===== config.mk =====
export PLATFORM = sky130hd
export DESIGN_NAME = ym_write_seq
export DESIGN_NICKNAME = d
export VERILOG_FILES = /design/src/rtl/ym_write_seq.sv
export SDC_FILE = /design/constraint.sdc
export NUM_CORES = 1
export LEC_CHECK = 0
export BUFFER_PORTS_ARGS = -buffer_cell sky130_fd_sc_hd__buf_2
export CORE_AREA = 4 4 88 90
export CTS_CLUSTER_SIZE = 8
export DETAILED_ROUTE_END_ITERATION = 16
export DIE_AREA = 0 0 92 94
export GPL_ROUTABILITY_DRIVEN = 0
export GPL_TIMING_DRIVEN = 0
export PLACE_DENSITY = 0.78
export SYNTH_ARGS = -nofsm -noshare
export SYNTH_HDL_FRONTEND = slang
export SYNTH_SLANG_ARGS = --single-unit

===== constraint.sdc =====
create_clock -name phiM -period 3.1 [get_ports phiM]
set_input_delay 0.31 -clock phiM [delete_from_list [all_inputs] [get_ports phiM]]
set_output_delay 0.31 -clock phiM [all_outputs]
set_load 0.02 [all_outputs]

===== src/rtl/ym_write_seq.sv =====
// ym_write_seq: host-side write sequencer for the YM2151 register file.
// Buffers (addr, data) writes in a DEPTH-entry FIFO and replays each one as an
// address strobe (A0=0), a one-cycle gap, a data strobe (A0=1), then a
// BUSY_CYCLES-long busy window before the next entry may start.
// Optional build macro: YM_WRITE_SEQ_ADDR_CACHE_EN -- skips the address phase
// when an entry targets the same register as the last address actually issued.
module ym_write_seq #(
  parameter int DEPTH       = 4,
  parameter int BUSY_CYCLES = 64
) (
  input  logic                   phiM,
  input  logic                   IC,
  input  logic                   req_valid,
  output logic                   req_ready,
  input  logic [7:0]             req_addr,
  input  logic [7:0]             req_data,
  output logic                   CS_b,
  output logic                   WR_b,
  output logic                   RD_b,
  output logic                   A0,
  output logic [7:0]             bus_d,
  output logic [$clog2(DEPTH):0] fifo_count,
  output logic                   busy
);

  localparam int AW = $clog2(DEPTH);
  localparam int CW = (BUSY_CYCLES > 1) ? $clog2(BUSY_CYCLES) : 1;

  typedef enum logic [2:0] {IDLE, ADDR, GAP, DATA, BUSY} state_t;

  state_t          state;
  logic [7:0]      mem_addr [DEPTH];
  logic [7:0]      mem_data [DEPTH];
  logic [AW-1:0]   wr_ptr, rd_ptr;
  logic [AW:0]     count;
  logic [CW-1:0]   cnt;
  logic [7:0]      cur_addr, cur_data;
  logic            push, pop;
  logic [7:0]      head_addr, head_data;
`ifdef YM_WRITE_SEQ_ADDR_CACHE_EN
  logic [7:0]      last_addr;
  logic            last_valid;
`endif

  // Full is judged on the registered count only; a same-cycle pop never frees a slot early.
  assign req_ready  = (count != (AW+1)'(DEPTH));
  assign push       = req_valid && req_ready;
  assign pop        = (state == IDLE) && (count != '0);
  assign head_addr  = mem_addr[rd_ptr];
  assign head_data  = mem_data[rd_ptr];
  assign fifo_count = count;
  assign busy       = (state != IDLE) || (count != '0);
  assign RD_b       = 1'b1;

  // FIFO storage; contents need no reset because count gates every read.
  always_ff @(posedge phiM) begin
    if (!IC && push) begin
      mem_addr[wr_ptr] <= req_addr;
      mem_data[wr_ptr] <= req_data;
    end
  end

  // FIFO pointers and occupancy; pointers wrap naturally since DEPTH is a power of two.
  always_ff @(posedge phiM) begin
    if (IC) begin
      wr_ptr <= '0;
      rd_ptr <= '0;
      count  <= '0;
    end else begin
      if (push) wr_ptr <= wr_ptr + 1'b1;
      if (pop)  rd_ptr <= rd_ptr + 1'b1;
      case ({push, pop})
        2'b10:   count <= count + 1'b1;
        2'b01:   count <= count - 1'b1;
        default: count <= count;
      endcase
    end
  end

  // Bus-phase sequencer: IDLE -> ADDR -> GAP -> DATA -> BUSY x BUSY_CYCLES -> IDLE.
  always_ff @(posedge phiM) begin
    if (IC) begin
      state      <= IDLE;
      cnt        <= '0;
      cur_addr   <= 8'h00;
      cur_data   <= 8'h00;
`ifdef YM_WRITE_SEQ_ADDR_CACHE_EN
      last_addr  <= 8'h00;
      last_valid <= 1'b0;
`endif
    end else begin
      case (state)
        IDLE: if (pop) begin
          cur_addr <= head_addr;
          cur_data <= head_data;
`ifdef YM_WRITE_SEQ_ADDR_CACHE_EN
          // Chip still has this register latched: go straight to the data phase.
          state <= (last_valid && head_addr == last_addr) ? DATA : ADDR;
`else
          state <= ADDR;
`endif
        end
        ADDR: begin
          state <= GAP;
`ifdef YM_WRITE_SEQ_ADDR_CACHE_EN
          last_addr  <= cur_addr;
          last_valid <= 1'b1;
`endif
        end
        GAP:  state <= DATA;
        DATA: begin
          state <= BUSY;
          cnt   <= CW'(BUSY_CYCLES - 1);
        end
        BUSY: begin
          if (cnt == '0) state <= IDLE;
          else           cnt   <= cnt - 1'b1;
        end
        default: state <= IDLE;
      endcase
    end
  end

  // Bus pins decode purely from registered state and the current-entry registers.
  always_comb begin
    CS_b  = 1'b1;
    WR_b  = 1'b1;
    A0    = 1'b0;
    bus_d = 8'h00;
    case (state)
      ADDR: begin CS_b = 1'b0; WR_b = 1'b0; bus_d = cur_addr; end
      GAP:  bus_d = cur_addr;
      DATA: begin CS_b = 1'b0; WR_b = 1'b0; A0 = 1'b1; bus_d = cur_data; end
      default: ;
    endcase
  end

endmodule


==> metrics.csv <==
stage;metric;value;unit
outcome;status;complete, no violations;
floorplanning;Die Area;0.00865;mm^2
cts;# resized after CTS;0;
worst_setup_path;delay-heaviest family, CP;simple AND/OR/NAND/NOR gates;
worst_setup_path;required time worst endpoint;3.40;ns
worst_setup_path;worst flop-to-flop path endpoint;fifo_count[2];
power;Lkg Pwr;1.63;nW
worst_setup_path;Worst R2R Path Depth;9;
logic_synthesis;Async SR Flop Fraction;0;
cts;later-pin clock latency in the skew report;0.36;ns
power;Power Total;0.00379;W
floorplanning;initial core utilization;0.570;
logic_synthesis;number of flops mapped to enable cells by yosys;64;
worst_setup_path;R2R setup slack;0.57;ns
worst_setup_path;largest stage delay on the critical path;0.40;ns
floorplanning;# rows;31;
route;initial drt markers;155;
global_routing;pin count of the biggest net entering global routing;17;
logic_synthesis;synth unique cells;47;
worst_setup_path;classification of the worst setup path;register to register;
timing;fmax;0.395;GHz
logic_synthesis;simple-gate portion of the synthesized area;0.0883;
timing;worst hold slack;0.160;ns
placed_design;HPWL Detailed;5280;um
hold_path;Hold Crit Class;input pin to register;
timing;Clock Skew;0.0110;ns
timing;Period minus WS final;2.53;ns
cts;CTS sink cnt;96;
layout;ant diodes;0;
layout;share of layout cells above drive strength 1;0.246;
logic_synthesis;post-synthesis adder-cell area fraction;0.0267;
timing;setup_tns;0;ns
route;TritonRoute pass-1 iters;4;
timing;worst-margin pin slew;0.912;ns
logic_synthesis;xor/xnor share of the synthesized area;0.00653;
worst_setup_path;critical path's slowest cell;or3_1;
route;Routed WL;7710;um
logic_synthesis;Post-Syn Area;0.00403;mm^2
worst_setup_path;CP cell instances;or3_1 > clkbuf_2 > nor2_1 > ha_1 > inv_1 > fa_1 > xor2_1 > or3_1 > a21oi_1;
logic_synthesis;count of state elements after synthesis;96;
timing;Final setup viols;0;
worst_setup_path;CP max FO;10;
route;wire length per cell;17.4;um
logic_synthesis;synthesized area per cell;13.6;um^2
route;number of routed nets with antenna violations;0;
hold_path;hold path startpoint;req_addr[0];
floorplanning;width of the chip;92;um
cts;clock buffer depth;2;
cts;TritonCTS clock tree;done;
power;Max IR drop VDD;0.000419;V
route;vias per cell;5.73;
global_routing;antenna violations before repair;0;
worst_setup_path;most frequent CP cell;or3_1;
cts;CTS Hold Buffers Added;0;
hold_path;WHS Path Cells;1;
cts;CTS root buffer;clkbuf_8;
logic_synthesis;post-synthesis compound-gate area fraction;0.102;
logic_synthesis;Post-Syn Nets;322;
logic_synthesis;Post-synth top flop;edfxtp_1;
global_routing;vias in the first global route;2552;
worst_setup_path;Worst Path Arrival;2.83;ns
timing;fin crit share;0.817;
timing;Slew headroom;0.392;
cts;post-CTS setup buffers;0;
timing;Final Max Tran Viols;0;
worst_setup_path;R2R Path Start;state[2];
global_routing;first-pass GRT wire length;12800;um
route;DRC;0;
logic_synthesis;Seq/Total Area, Yosys;0.636;
route;Vias;2543;
global_routing;GRT overflow;0;
logic_synthesis;post-synthesis mux area share;0.0979;
cts;H-tree Lvls;3;
global_routing;total track usage;0.193;
layout;Layout Nets;367;
cts;Num CTS Buffers;9;
logic_synthesis;largest family of logic cells by synthesized area;compound AO/OA/AOI/OAI gates;
run;Max Cap Viol;0;
timing;final hold vios;0;
logic_synthesis;Post-Syn Instances;295;
floorplanning;die height;94;um
layout;Area growth, synth to finish;12.2;%
worst_setup_path;Critical path buffers and inverters;2;
worst_setup_path;Worst Setup End Kind;register;
worst_setup_path;Worst Setup Start Kind;register;
layout;commonest cells after routing, fill and taps aside;edfxtp_1 (64), buf_2 (42), dfxtp_1 (32);
logic_synthesis;Warnings, synthesis;0;
layout;commonest non-fill, non-tap cell in the layout;edfxtp_1;
power;P per Cell Area;839;mW/mm^2
floorplanning;# IOs;36;
hold_path;worst hold endpoint;mem_addr[3][0];
floorplanning;core area;0.00706;mm^2
cts;Reg clk slew, reported paths;0.10;ns
timing;RSZ-0062 raised after global routing;no;
placed_design;IO Port Bufs;34;
-- worst reg2reg max path, stage by stage, from the launching register on --
cell and delay (ns):
dfxtp_1 0.39, or3_1 0.40, clkbuf_2 0.18, nor2_1 0.23, ha_1 0.23, inv_1 0.06, fa_1 0.37, xor2_1 0.16
or3_1 0.32, a21oi_1 0.14
-- registers in the layout, summed over array words and instances (netlist names) --
register,flops
state,3
mem_addr,32
fifo_count,3
mem_data,32
cur_addr,8
cnt,6
rd_ptr,2
wr_ptr,2
cur_data,8
-- final cells by class --
cell class	instances	area, um^2
sequential	96	2560
fill	553	2540
multi-input combinational	162	1300
timing repair buffer	34	170
clock buffer	11	131
tap	99	124
buffer	22	109
clock inverter	5	63.8
inverter	15	56.3
-- cells by family (layout without fill, tap and decap cells) --
group | after synthesis | in the layout
other | 1 | 1
DFF | 96 | 96
AOI/OAI and AO/OA | 67 | 67
xor gates and xnor gates | 3 | 3
buffers and inverters | 37 | 87
adders and majority gates | 8 | 8
and+or+nand+nor | 64 | 64
muxes | 19 | 19
-- power breakdown --
| part | switching [W] | internal, W | total [W] |
|---|---|---|---|
| Clock | 0.000428 | 0.000381 | 0.000809 |
| Combinational | 0.000818 | 0.000505 | 0.00132 |
| Sequential | 0.000109 | 0.00155 | 0.00166 |
-- layer usage --
metal	wire length, um	global-route usage	vias up	part of all wire
met5	0	0	-	0
met4	168	0.0817	0	0.022
met3	306	0.0377	15	0.040
met2	3840	0.327	61	0.50
met1	3390	0.245	1258	0.44
li1	-	-	1209	-
-- through the flow --
stage	worst slack [ns]	utilization	instances	cell area, um^2
floorplan	0.753	-	295	4030
global placement	0.680	0.612	428	4320
detailed placement	0.612	0.612	428	4320
CTS	0.583	0.640	444	4520
global route	0.444	0.640	444	4520
finish	0.569	0.640	444	4520
-- worst max path at each step --
stage,end,from,cells past startpoint
floorplan,fifo_count[2],fifo_count[2],9
global placement,fifo_count[2],state[2],9
detailed placement,fifo_count[2],state[2],9
CTS,fifo_count[2],state[2],9
global route,fifo_count[2],state[2],9
finish,fifo_count[2],state[2],9
-- synth_stat cells (all sizes together), types with 3 or more instances --
cell type / instances / area share
buf: 12 / 0.017
nand3: 18 / 0.022
nor3: 5 / 0.0075
nand2: 4 / 0.0037
clkbuf: 10 / 0.0096
or3: 4 / 0.0062
and2: 5 / 0.0078
inv: 15 / 0.014
o21ai: 20 / 0.025
xor2: 3 / 0.0065
ha: 7 / 0.022
dfxtp: 32 / 0.16
mux2: 3 / 0.0084
nor2: 15 / 0.014
edfxtp: 64 / 0.48
mux4: 16 / 0.089
nor3b: 3 / 0.0068
a22oi: 7 / 0.013
a21oi: 23 / 0.029
Power figures use the tool's default switching activity.
